## config.mk

```make
export PLATFORM = sky130hd
export DESIGN_NAME = addsub_pipe
export DESIGN_NICKNAME = d
export VERILOG_FILES = /design/src/rtl/addsub_pkg.sv /design/src/rtl/addsub_chunk.sv /design/src/rtl/addsub_pipe.sv
export SDC_FILE = /design/constraint.sdc
export NUM_CORES = 1
export LEC_CHECK = 0
export CORE_MARGIN = 10
export CORE_UTILIZATION = 50
export CTS_BUF_LIST = sky130_fd_sc_hd__clkbuf_8
export DETAILED_ROUTE_END_ITERATION = 8
export HOLD_SLACK_MARGIN = 0.1
export PLACE_DENSITY = 0.77
export SYNTH_ARGS = -nofsm -noshare
export SYNTH_HDL_FRONTEND = slang
export SYNTH_SLANG_ARGS = --single-unit
```

## constraint.sdc

```tcl
create_clock -name clk -period 10.4 [get_ports clk]
set_clock_uncertainty 0.15 [all_clocks]
set_input_delay 1.04 -clock clk [delete_from_list [all_inputs] [get_ports clk]]
set_output_delay 1.04 -clock clk [all_outputs]
set_load 0.01 [all_outputs]
```

## src/rtl/addsub_pkg.sv

```systemverilog
// Shared types for the bit-serial (chunked) add/subtract/compare unit.
// Holds the operation encoding, the control-state encoding and one small
// helper used by the control path.
package addsub_pkg;

  typedef enum logic [2:0] {
    ADD = 3'd0,
    SUB = 3'd1,
    EQ  = 3'd2,
    NE  = 3'd3,
    LT  = 3'd4,
    GE  = 3'd5,
    LTU = 3'd6,
    GEU = 3'd7
  } adderOp_t;

  typedef enum logic [1:0] {
    IDLE = 2'd0,
    RUN  = 2'd1,
    DONE = 2'd2
  } addsub_state_t;

  // True for the equality-class compares that only need the zero flag.
  function automatic logic is_eq_op(adderOp_t o);
    return (o == EQ) || (o == NE);
  endfunction

endpackage

```

## src/rtl/addsub_chunk.sv

```systemverilog
// One WADD-bit slice of the adder: sum, carry out, and the carry that
// entered the slice MSB (needed for signed overflow on the top slice).
module addsub_chunk #(
  parameter int WADD = 8
) (
  input  logic [WADD-1:0] a,
  input  logic [WADD-1:0] b,
  input  logic            cin,
  output logic [WADD-1:0] sum,
  output logic            cout,
  output logic            c_msb
);

  // Plain ripple add; carry into the MSB recovered from the MSB sum bit.
  always_comb begin
    {cout, sum} = {1'b0, a} + {1'b0, b} + {{WADD{1'b0}}, cin};
    c_msb       = a[WADD-1] ^ b[WADD-1] ^ sum[WADD-1];
  end

endmodule

```

## src/rtl/addsub_pipe.sv

```systemverilog
// Multi-cycle add/subtract/compare unit. Operands are processed WADD bits
// per cycle, LSB chunk first, through a single addsub_chunk slice.
// Handshake: a request is taken on a rising edge where in_valid && in_ready;
// a result is handed over on a rising edge where out_valid && out_ready, and
// out/cond/ovf stay frozen while out_valid is high and out_ready is low.
// Build option: define ADDSUB_EQ_EARLY_EXIT_EN to let EQ/NE finish on the
// first nonzero difference chunk instead of always taking WIDTH/WADD cycles.
module addsub_pipe
  import addsub_pkg::*;
#(
  parameter int WIDTH = 32,
  parameter int WADD  = 8
) (
  input  logic          clk,
  input  logic          rst_n,
  input  logic          in_valid,
  output logic          in_ready,
  input  adderOp_t      op,
  input  logic [WIDTH-1:0] src_a,
  input  logic [WIDTH-1:0] src_b,
  output logic          out_valid,
  input  logic          out_ready,
  output logic [WIDTH-1:0] out,
  output logic          cond,
  output logic          ovf,
  output addsub_state_t state_dbg
);

  localparam int WADD_SAFE = (WADD < 1) ? 1 : WADD;
  localparam int NCYC      = WIDTH / WADD_SAFE;
  localparam int CNT_W     = (NCYC > 1) ? $clog2(NCYC) : 1;

  generate
    if ((WADD < 1) || ((WIDTH % WADD_SAFE) != 0)) begin : g_bad_cfg
      $error("addsub_pipe: WIDTH must be a positive multiple of WADD >= 1");
    end
  endgenerate

  addsub_state_t    state, state_nxt;
  adderOp_t         op_q;
  logic [WIDTH-1:0] a_sh, b_sh, res_q, out_q, full_sum;
  logic [CNT_W-1:0] cnt;
  logic             carry, nz, cond_q, ovf_q;
  logic             accept, is_sub, last_chunk, early_hit, finish;
  logic             nz_next, v_flag, lt_flag, ltu_flag, cond_nxt, ovf_nxt;
  logic [WADD-1:0]  a_k, b_k, sum_k;
  logic             cout_k, cmsb_k;

  // Operand slice for the current chunk; B is inverted for every non-ADD op.
  always_comb begin
    is_sub = (op_q != ADD);
    a_k    = a_sh[WADD-1:0];
    b_k    = b_sh[WADD-1:0] ^ {WADD{is_sub}};
  end

  addsub_chunk #(.WADD(WADD)) u_chunk (
    .a     (a_k),
    .b     (b_k),
    .cin   (carry),
    .sum   (sum_k),
    .cout  (cout_k),
    .c_msb (cmsb_k)
  );

  // Completion detection and flag evaluation from the chunk just computed.
  always_comb begin
    nz_next    = nz | (|sum_k);
    last_chunk = (cnt == CNT_W'(NCYC - 1));
`ifdef ADDSUB_EQ_EARLY_EXIT_EN
    early_hit  = is_eq_op(op_q) && (|sum_k);
`else
    early_hit  = 1'b0;
`endif
    finish     = last_chunk || early_hit;
    v_flag     = cmsb_k ^ cout_k;
    lt_flag    = sum_k[WADD-1] ^ v_flag;
    ltu_flag   = ~cout_k;
    full_sum   = WIDTH'({sum_k, res_q} >> WADD);
    cond_nxt   = 1'b0;
    case (op_q)
      EQ:      cond_nxt = ~nz_next;
      NE:      cond_nxt = nz_next;
      LT:      cond_nxt = lt_flag;
      GE:      cond_nxt = ~lt_flag;
      LTU:     cond_nxt = ltu_flag;
      GEU:     cond_nxt = ~ltu_flag;
      default: cond_nxt = 1'b0;
    endcase
    ovf_nxt = ((op_q == ADD) || (op_q == SUB)) ? v_flag : 1'b0;
  end

  // Handshake outputs and next-state selection.
  always_comb begin
    in_ready  = (state == IDLE) || ((state == DONE) && out_ready);
    out_valid = (state == DONE);
    accept    = in_valid && in_ready;
    state_nxt = state;
    case (state)
      IDLE:    if (in_valid) state_nxt = RUN;
      RUN:     if (finish) state_nxt = DONE;
      DONE:    if (out_ready) state_nxt = in_valid ? RUN : IDLE;
      default: state_nxt = IDLE;
    endcase
  end

  // Control state register.
  always_ff @(posedge clk) begin
    if (!rst_n) state <= IDLE;
    else        state <= state_nxt;
  end

  // Operand capture, per-chunk accumulation and result registers.
  always_ff @(posedge clk) begin
    if (!rst_n) begin
      op_q   <= ADD;
      a_sh   <= '0;
      b_sh   <= '0;
      res_q  <= '0;
      cnt    <= '0;
      carry  <= 1'b0;
      nz     <= 1'b0;
      out_q  <= '0;
      cond_q <= 1'b0;
      ovf_q  <= 1'b0;
    end else if (accept) begin
      op_q  <= op;
      a_sh  <= src_a;
      b_sh  <= src_b;
      cnt   <= '0;
      carry <= (op != ADD);
      nz    <= 1'b0;
    end else if (state == RUN) begin
      a_sh  <= a_sh >> WADD;
      b_sh  <= b_sh >> WADD;
      res_q <= full_sum;
      carry <= cout_k;
      nz    <= nz_next;
      cnt   <= cnt + 1'b1;
      if (finish) begin
        out_q  <= ((op_q == ADD) || (op_q == SUB)) ? full_sum : WIDTH'(cond_nxt);
        cond_q <= cond_nxt;
        ovf_q  <= ovf_nxt;
      end
    end
  end

  assign out       = out_q;
  assign cond      = cond_q;
  assign ovf       = ovf_q;
  assign state_dbg = state;

endmodule
```

* After elaboration in Yosys (flattened, before gate mapping)
Cells that the tools add are included.
** Cells by class
- Add/subtract/negate cells :: 3
- Equality and inequality tests :: 13
- Muxes and demuxes :: 14
- Bitwise gates (word level) :: 11
- Reduce and logical (&&, ||, !) cells :: 14
** Operator list (count)
- two-way mux 32 bit :: 5
- == test 3 bit, second input constant :: 4
- adder 8 x 8 -> 9 bit :: 1
- adder 9 x 1 -> 9 bit :: 1
- OR reduction 8 bit :: 1
- XOR 8 bit :: 1
- == test 3 x 2 -> 1 bit, second input constant :: 2
- two-way mux 2 bit :: 3
- case mux 1 bit (6 select lines) :: 1
- case mux 2 bit (3 select lines) :: 1
- AND reduction 3 bit :: 2
- nonzero test 3 bit :: 2
- NOT 1 bit :: 5
- == test 2 bit, second input constant :: 2
- two-way mux 1 bit :: 4
- inequality test 2 bit, second input constant :: 2
- XOR 1 bit :: 4
- == test 3 x 1 -> 1 bit, second input constant :: 1
- logical NOT 3 bit :: 1
- adder 2 x 1 -> 2 bit, second input constant :: 1
- == test 2 x 1 -> 1 bit, second input constant :: 1
- logical AND 1 bit :: 2
- logical NOT 2 bit :: 1
- logical OR 1 bit :: 2
- other kinds (5) :: 5
** Storage, ports and cells
- Flip-flop bits (word level) :: 139
- Bits of input ports :: 71
- Output and inout port bits :: 38
- Logic and storage cells :: 66

* Depth between registers and ports, before layout
Gate-level depths: netlist (run 1).
- Word-level depth :: 10
- Mapped depth :: 13
- Gate-level depth less buffers :: 12

* Cells and area by module
A second synthesis (run 1) with hierarchy kept.
** Second synthesis, totals
- Cell total of the unflattened synthesis :: 621
- Area total of the unflattened synthesis :: 5328.9 um2
** Modules (own cells, without submodules)
- addsub_pipe :: times used 1, cells each 578, area each 4964.8 um2, sequential area each 2622.5 um2
- addsub_chunk :: times used 1, cells each 43, area each 364.1 um2, sequential area each 0.0 um2

* Worst setup path before layout (run 1)
OpenSTA, ideal clock, no wires.
- Kind :: register to register
- Start point :: register op_q[0]
- End point :: register cond_q (netlist: cond)
- Setup time :: 0.074 ns
- Data arrival time :: 3.308 ns
- Required time :: 10.176 ns
- Slack :: 6.868 ns
- Stages on the path, launching flop included :: 14
- Buffers on the path :: 1
- Clock period less this slack :: 3.532 ns
- Cells stage by stage :: dfxtp_1 clkbuf_2 nor3_2 xor2_1 fa_1 inv_1 fa_1 a21o_1 and3_2 or3_4 a2111oi_4 nand4_1 o221a_2 a31oi_1
** Between the ends
- Longest elaborated chain between the ends :: 9
- Elaborated cells on any way between the ends :: 20
- Those cells by class :: add/sub (2); eq/ne (6); mux (1); bitwise (9); reduce/logical (2)
** Ends and longest elaborated chain
- start: declaration :: RTL line addsub_pipe.sv:40 : adderOp_t op_q;
- start signal: assignment :: RTL line addsub_pipe.sv:126 : op_q <= op;
- nonzero test 3 bit :: RTL line addsub_pipe.sv:51 : is_sub = (op_q != ADD);
- XOR 8 bit :: RTL line addsub_pipe.sv:53 : b_k = b_sh[WADD-1:0] ^ {WADD{is_sub}};
- adder 8 x 8 -> 9 bit :: RTL line addsub_chunk.sv:16 : {cout, sum} = {1'b0, a} + {1'b0, b} + {{WADD{1'b0}}, cin};
- adder 9 x 1 -> 9 bit :: RTL line addsub_chunk.sv:16
- XOR 1 bit :: RTL line addsub_chunk.sv:17 : c_msb = a[WADD-1] ^ b[WADD-1] ^ sum[WADD-1];
- XOR 1 bit :: RTL line addsub_pipe.sv:75 : v_flag = cmsb_k ^ cout_k;
- XOR 1 bit :: RTL line addsub_pipe.sv:76 : lt_flag = sum_k[WADD-1] ^ v_flag;
- NOT 1 bit :: RTL line addsub_pipe.sv:84 : GE: cond_nxt = ~lt_flag;
- case mux 1 bit (6 select lines) (*) :: RTL line addsub_pipe.sv:80 : case (op_q)
- end signal: assignment :: RTL line addsub_pipe.sv:141 : cond_q <= cond_nxt;
- end: declaration :: RTL line addsub_pipe.sv:43 : logic carry, nz, cond_q, ovf_q;
Mark *: on every way between the ends. The rest lies on a longest branch, timed or not.
A chain may end at the register's enable or synchronous reset.

* Worst setup path after layout (run 1)
- Start point :: register op_q[2]
- End point :: register out_q[0] (netlist: out[0])
** Between the ends
- Longest elaborated chain between the ends :: 10
- Elaborated cells on any way between the ends :: 24
- Those cells by class :: add/sub (2); eq/ne (7); mux (2); bitwise (9); reduce/logical (4)
** Ends and longest elaborated chain
- nonzero test 3 bit :: RTL line addsub_pipe.sv:51
- XOR 8 bit :: RTL line addsub_pipe.sv:53
- adder 8 x 8 -> 9 bit :: RTL line addsub_chunk.sv:16
- adder 9 x 1 -> 9 bit :: RTL line addsub_chunk.sv:16
- XOR 1 bit :: RTL line addsub_chunk.sv:17
- XOR 1 bit :: RTL line addsub_pipe.sv:75
- XOR 1 bit :: RTL line addsub_pipe.sv:76
- NOT 1 bit :: RTL line addsub_pipe.sv:84
- case mux 1 bit (6 select lines) :: RTL line addsub_pipe.sv:80
- two-way mux 32 bit (*) :: RTL line addsub_pipe.sv:140 : out_q <= ((op_q == ADD) || (op_q == SUB)) ? full_sum : WIDTH'(cond_nxt);
- end signal: assignment :: RTL line addsub_pipe.sv:140
- end: declaration :: RTL line addsub_pipe.sv:41 : logic [WIDTH-1:0] a_sh, b_sh, res_q, out_q, full_sum;
Marked as above.

==> run_results.csv, run 1 <==
group,metric,value,unit
status,status,"completed",
drt,wl_per_cell,15.7,um
power_and_ir_drop,p_int,0.000802,W
cts,clockRootBuffer,"clkbuf_8",
cts,post_cts_resized,0,
timing,finalHoldViolCount,0,
logic_synthesis,synth.area.top_cells,"dfxtp_1 (46%), a21boi_1 (9.3%), nand2_1 (9.0%)",
drt,dr.pass1.iters,5,
logic_synthesis,synth_area_per_cell,8.92,um2
timing,finalSetupTns,0,ps
setup_path,cp_max_fo,8,
flow_run,maxCapViolCount,0,
global_routing,grtUsageMet2,28.0,%
die,core_region_area,11300,um2
global_routing,antenna_found_initial,0,
timing,worst_slack,6580,ps
setup_path,start_kind,"flip-flop",
global_routing,grt_max_degree,130,
power_and_ir_drop,switching_share,31.7,%
cts,cts_hold_buf,0,
drt,drtAntennaViolNets,0,
logic_synthesis,syn_inst,645,
cts,numCtsBuffers,17,
power_and_ir_drop,leakage,2.72,nW
die,die_y,127,um
layout,nFillCells,1001,
timing,max_slew.worst_pin.slew,1240,ps
die,die_w,127,um
global_routing,grt.busiest_layer,"met2",
logic_synthesis,synth.top_cell.area_share,45.6,%
logic_synthesis,synth_seq_area_share,45.6,%
power_and_ir_drop,ir_worst_vdd,0.0000848,V
global_routing,grt_pass1_vias,4927,
drt,vias,4890,
layout,antennaDiodeCount,0,
cts,cts_buffer_depth,2,
timing,maxSlewViolCount,0,
drt,drtIter0Drc,422,
global_routing,gr-usage-met1,19.5,%
setup_path,cp_data_required_time,10610,ps
setup_path,crit_path_top_delay_cell,"nor3_2",
setup_path,cp_num_buf_inv,1,
power_and_ir_drop,p_per_area,163,nW/um2
drt,via_per_inst,5.54,
setup_path,path_class,"reg2reg",
timing,rsz0062_at_grt,"false",
global_routing,met3_usage,5.91,%
global_routing,gr-usage-all-layers,16.9,%
die,initial_utilization,50.8,%
logic_synthesis,yosysTopAreaCell,"dfxtp_1",
cts,cts.sinks,131,
layout,layout-area-overhead-vs-synth,25.1,%
timing,setup_violations,0,
hold_path,hold_class,"reg2reg",
logic_synthesis,ys_warn_count,0,
die,rows,39,
die,dieArea,16200,um2
setup_path,critical-path-top-delay-family,"simple AND/OR/NAND/NOR gates",
drt,drc_errors,0,
cts,cts_tree,"yes",
layout,multi_input_area,2890,um2
die,ios,109,
setup_path,end_kind,"flip-flop",
timing,max_freq,0.262,GHz
power_and_ir_drop,clock_power_share,34.8,%
placed_design,place_ws,6610,ps
logic_synthesis,synth_enable_flop_cells,0,
placed_design,place_congestion,0.829,
cts,clkLatencyLatePin,440,ps
setup_path,path_common_cell,"fa_1",
layout,nNetsFinal,807,
layout,layout.area.seq,2620,um2
cts,cts.clk_slew.worst_paths,80,ps
logic_synthesis,synth.most_common_cell,"nand2_1",
timing,period_share,36.7,%
setup_path,worstPathArrival,4030,ps
cts,cts.htree.levels,4,
power_and_ir_drop,power.switching,0.000373,W
setup_path,path_cells,"nor3_2, xor2_1, fa_1, inv_1, fa_1, a21o_1, and3_2, or3_4, a2111oi_4, nand4_1, o221a_2, a31oi_1",
global_routing,grt_overflow,0,
cts,cts_setup_buffers,0,
drt,drt_wl_total,13.9,mm
logic_synthesis,synthArstFlopShare,0,%
placed_design,place.detailed.hpwl,9.46,mm
timing,slew_headroom,16.9,%
setup_path,slowest_delay,650,ps
logic_synthesis,yosysUniqueCellTypes,51,
logic_synthesis,synthTopCellsByCount,"nand2_1 (138), dfxtp_1 (131), a21boi_1 (71)",
power_and_ir_drop,seqPwrFrac,46.6,%
logic_synthesis,synth_nets,726,
logic_synthesis,ys_ff_latch,131,
global_routing,grt_pass1_wl,23.1,mm
timing,finalCriticalPeriod,3820,ps
logic_synthesis,ys.flop_type,"dfxtp_1",
logic_synthesis,synthesis.area,5750,um2
placed_design,io_buffers,108,
layout,drive_gt1_share,7.44,%
power_and_ir_drop,pwr-share-comb,18.5,%
## final cells by class
type,instances,area share [%]
Tap cell,143,2.49
Multi-Input combinational cell,457,40.1
Inverter,7,0.365
Clock inverter,15,1.90
Clock buffer,17,3.25
Timing Repair Buffer,112,15.4
Sequential cell,131,36.4
## power by group through the flow
| stage | Clock, W | Combinational [W] | Sequential [W] |
|---|---|---|---|
| 2_1_floorplan | 0 | 0.000155 | 0.000554 |
| 3_3_place_gp | 0 | 0.000210 | 0.000559 |
| 3_5_place_dp | 0 | 0.000216 | 0.000560 |
| 4_1_cts | 0.000417 | 0.000218 | 0.000548 |
| 5_1_grt | 0.000442 | 0.000241 | 0.000552 |
| 6_report | 0.000409 | 0.000218 | 0.000548 |
## layer usage
layer | wire, um | vias up
met5 | 0 | -
met4 | 328 | 0
met3 | 948 | 31
met2 | 6670 | 141
met1 | 5920 | 2294
li1 | - | 2424
## cell usage in the layout (no fill, tap or decap), drive strengths merged, types with 4 or more instances in the layout
cell type | synthesis | layout
nand3 | 32 | 32
clkbuf | 42 | 17
nor3 | 5 | 5
o211a | 19 | 19
xnor2 | 11 | 11
a21oi | 10 | 10
nor2b | 33 | 33
ha | 8 | 8
nand2 | 138 | 138
o21ai | 9 | 9
a21boi | 71 | 71
inv | 7 | 18
buf | 8 | 5
dfxtp | 131 | 131
clkdlybuf4s50 | 0 | 107
and2 | 7 | 7
nor2 | 15 | 15
a22oi | 62 | 62
xor2 | 4 | 4
## flip-flops by register name (all words and copies together) (netlist names)
register	count
b_sh	32
out	32
op_q	3
cond	1
cnt	2
ovf	1
state_dbg	2
res_q	24
nz	1
carry	1
a_sh	32
## worst min-delay path: stages, from the launching register on
cell and delay, ps:
dfxtp_1 310, nand2_1 50, a21boi_1 50
## path summary, 6_finish.rpt
path               to  cells after the start      from  slack, ps
max reg2reg    out[0]                     12   op_q[2]       6580
min reg2reg  b_sh[16]                      2  b_sh[16]        300
max            out[0]                     12   op_q[2]       6580
min          b_sh[16]                      2  b_sh[16]        300
## stage by stage
stage	hold WS, ps	cell area, um2	util (%)	power (W)	instances
after CTS	307	7200	63.6	0.00118	882
after floorplan	285	5750	-	0.000709	645
after global placement	293	6830	60.3	0.000768	850
final	305	7200	63.6	0.00117	882
after detailed placement	295	6830	60.3	0.000776	850
after global routing	328	7200	63.6	0.00124	882
## kinds of logic (layout without fill, tap and decap cells)
group | after synthesis | count (layout) | synth area share (%)
xor gates and xnor gates | 15 | 15 | 2.28
adders and majority gates | 10 | 10 | 2.44
DFF | 131 | 131 | 45.6
AOI/OAI and AO/OA | 188 | 188 | 25.2
and+or+nand+nor | 244 | 244 | 19.7
buffers and inverters | 57 | 151 | 4.83
(Power assumes the default switching activity.)
==> run 2: changes to the inputs <==
--- a/config.mk
+++ b/config.mk
@@ -6,11 +6,11 @@
 export NUM_CORES = 1
 export LEC_CHECK = 0
 export CORE_MARGIN = 10
-export CORE_UTILIZATION = 50
+export CORE_UTILIZATION = 49
 export CTS_BUF_LIST = sky130_fd_sc_hd__clkbuf_8
 export DETAILED_ROUTE_END_ITERATION = 8
 export HOLD_SLACK_MARGIN = 0.1
-export PLACE_DENSITY = 0.77
+export PLACE_DENSITY = 0.79
 export SYNTH_ARGS = -nofsm -noshare
 export SYNTH_HDL_FRONTEND = slang
 export SYNTH_SLANG_ARGS = --single-unit
==> constraint.sdc (replaced) <==
create_clock -name clk -period 3.2 [get_ports clk]
set_clock_uncertainty 0.15 [all_clocks]
set_input_delay 0.32 -clock clk [delete_from_list [all_inputs] [get_ports clk]]
set_output_delay 0.32 -clock clk [all_outputs]
set_load 0.01 [all_outputs]
==> run 2 against run 1 <==
  * Worst hold slack worse by 37 ps
  * Combinational power rose to 3.5 times the previous value
  * Power rose to 3.5 times the previous value
  * Sequential share of layout area is 1.1 points lower
  * Non-clock buffer count rose by 13
  * Critical endpoint unchanged
  * Clock power rose to 3.9 times the previous value
  * Critical path depth fell by 1
  * Flip-flop and latch count did not move
==> run_results.csv, run 2 (synthesized netlist as in run 1, its figures left out) <==
group,metric,value,unit
layout,final_cell_mix,"nand2_1 (137), dfxtp_1 (130), clkdlybuf4s50_1 (107)",
setup_path,crit_path_top_delay_cell,"or4b_4",
setup_path,r2r_cells,11,
setup_path,crit-reg2reg-launch,"op_q[0]",
layout,layout-area-overhead-vs-synth,29.1,%
cts,cts.clk_slew.worst_paths,90,ps
drt,dr.pass1.iters,5,
cts,cts_hold_buf,0,
status,status,"completed",
placed_design,place_congestion,0.836,
hold_path,whs_endpoint,"b_sh[27]",
setup_path,cp_data_required_time,3400,ps
placed_design,place_ws,-2.22,ps
flow_run,maxCapViolCount,0,
die,core_region_area,11500,um2
drt,drc_errors,0,
global_routing,grt_pass1_vias,4969,
setup_path,path_class,"reg2reg",
global_routing,gr-usage-all-layers,17.3,%
die,rows,39,
drt,vias,4940,
setup_path,r2r_slack,8,ps
layout,nFillCells,955,
die,initial_utilization,50.2,%
cts,cts_buffer_depth,2,
timing,max_freq,0.313,GHz
timing,finalSetupTns,0,ps
layout,multi_input_area,2920,um2
cts,cts.sinks,131,
drt,via_per_inst,5.52,
placed_design,place.detailed.hpwl,10.3,mm
die,ios,109,
drt,drtAntennaViolNets,0,
cts,cts_tree,"yes",
setup_path,cp_num_buf_inv,2,
layout,layout_commonest_cell,"nand2_1",
setup_path,slowest_delay,540,ps
timing,slew_headroom,36.4,%
cts,cts.htree.levels,4,
cts,clockRootBuffer,"clkbuf_8",
layout,layout.area.seq,2620,um2
global_routing,grt_max_degree,80,
layout,nNetsFinal,820,
global_routing,grt_pass1_wl,23.8,mm
die,die_w,128,um
timing,finalHoldViolCount,0,
layout,antennaDiodeCount,0,
setup_path,start_kind,"flip-flop",
power_and_ir_drop,ir_worst_vdd,0.000292,V
timing,maxSlewViolCount,0,
drt,drtIter0Drc,350,
die,die_y,128,um
setup_path,end_kind,"flip-flop",
timing,worst_slack,8.19,ps
global_routing,antenna_found_initial,0,
drt,wl_per_cell,16.4,um
hold_path,hold_start,"src_b[27]",
placed_design,io_buffers,108,
setup_path,path_cells,"nor3_4, xor2_1, fa_2, inv_2, fa_2, xor2_1, or4b_4, a2111oi_4, buf_4, a31oi_4, a31oi_1",
drt,drt_wl_total,14.6,mm
timing,holdWs,268,ps
global_routing,grt_overflow,0,
placed_design,placed_cell_area,6930,um2
setup_path,cp_max_fo,3,
layout,drive_gt1_share,9.71,%
setup_path,r2r_end,"out[0]",
timing,max_slew.worst_pin.slew,950,ps
setup_path,critical-path-top-delay-family,"simple AND/OR/NAND/NOR gates",
timing,period_share,99.7,%
timing,finalCriticalPeriod,3190,ps
hold_path,hold_class,"in2reg",
layout,stdcell_area,7420,um2
cts,clkLatencyLatePin,440,ps
die,dieArea,16500,um2
cts,numCtsBuffers,17,
setup_path,worstPathArrival,3400,ps
power_and_ir_drop,p_per_area,561,nW/um2
timing,setup_violations,0,
timing,rsz0062_at_grt,"true",
hold_path,holdPathStages,3,
power_and_ir_drop,leakage,2.82,nW
[run 2: per-layer routing]
| metal | vias up | track usage [%] | share of wire (%) |
|---|---|---|---|
| met5 | - | 0 | 0 |
| met4 | 0 | 4.90 | 1.2 |
| met3 | 20 | 6.94 | 7.7 |
| met2 | 143 | 28.5 | 50 |
| met1 | 2330 | 20.3 | 42 |
| li1 | 2447 | - | - |
[run 2: how the worst max path moves through the flow]
stage / from / end / slack, ps / cells past startpoint
2_1_floorplan: op_q[1] / cond / -90 / 12
3_3_place_gp: op_q[2] / out[0] / 130 / 11
3_5_place_dp: op_q[2] / out[0] / -2 / 11
4_1_cts: op_q[0] / out[0] / -8 / 12
5_1_grt: op_q[0] / out[0] / -90 / 12
6_report: op_q[0] / out[0] / 8 / 11
[run 2: metrics by stage]
stage	total power (W)	cells	utilization, %
floorplan	0.00232	645	-
global placement	0.00254	862	60.5
detailed placement	0.00257	862	60.5
CTS	0.00418	895	64.6
global route	0.00435	895	64.7
finish	0.00416	895	64.7
[run 2: area by class of cell]
type	instances	share of cell area (%)
tap	143	2.41
clock inverter	15	3.08
timing repair buffer	125	16.3
multi-input combinational	457	39.4
sequential	131	35.3
inverter	7	0.354
clock buffer	17	3.15
[run 2: worst min-delay path, stage by stage]
cell and delay (ps):
clkdlybuf4s50_1 390, nand2_1 50, a21boi_1 50
[run 2: power by group]
part           total (W)  switching, W  internal [W]  leakage (nW)
Sequential       0.00178     0.0000609       0.00172          1.07
Clock            0.00161      0.000676      0.000937         0.225
Combinational   0.000769      0.000420      0.000349          1.53
[run 2: repair_timing]
action                     CTS  global route
setup endpoints to repair    2             2
resized for setup            3             2
setup buffers                1             0
gates cloned                 0             0
pin swaps                    4             3
==> run 3: changes to the inputs <==
==> constraint.sdc (replaced) <==
create_clock -name clk -period 3.2 [get_ports clk]
set_clock_uncertainty 0.15 [all_clocks]
set_input_delay 0.32 -clock clk [delete_from_list [all_inputs] [get_ports clk]]
set_output_delay 0.32 -clock clk [all_outputs]
set_load 0.005 [all_outputs]
==> results of run 3 <==
The final DEF is identical to that of run 2. Status: completed.
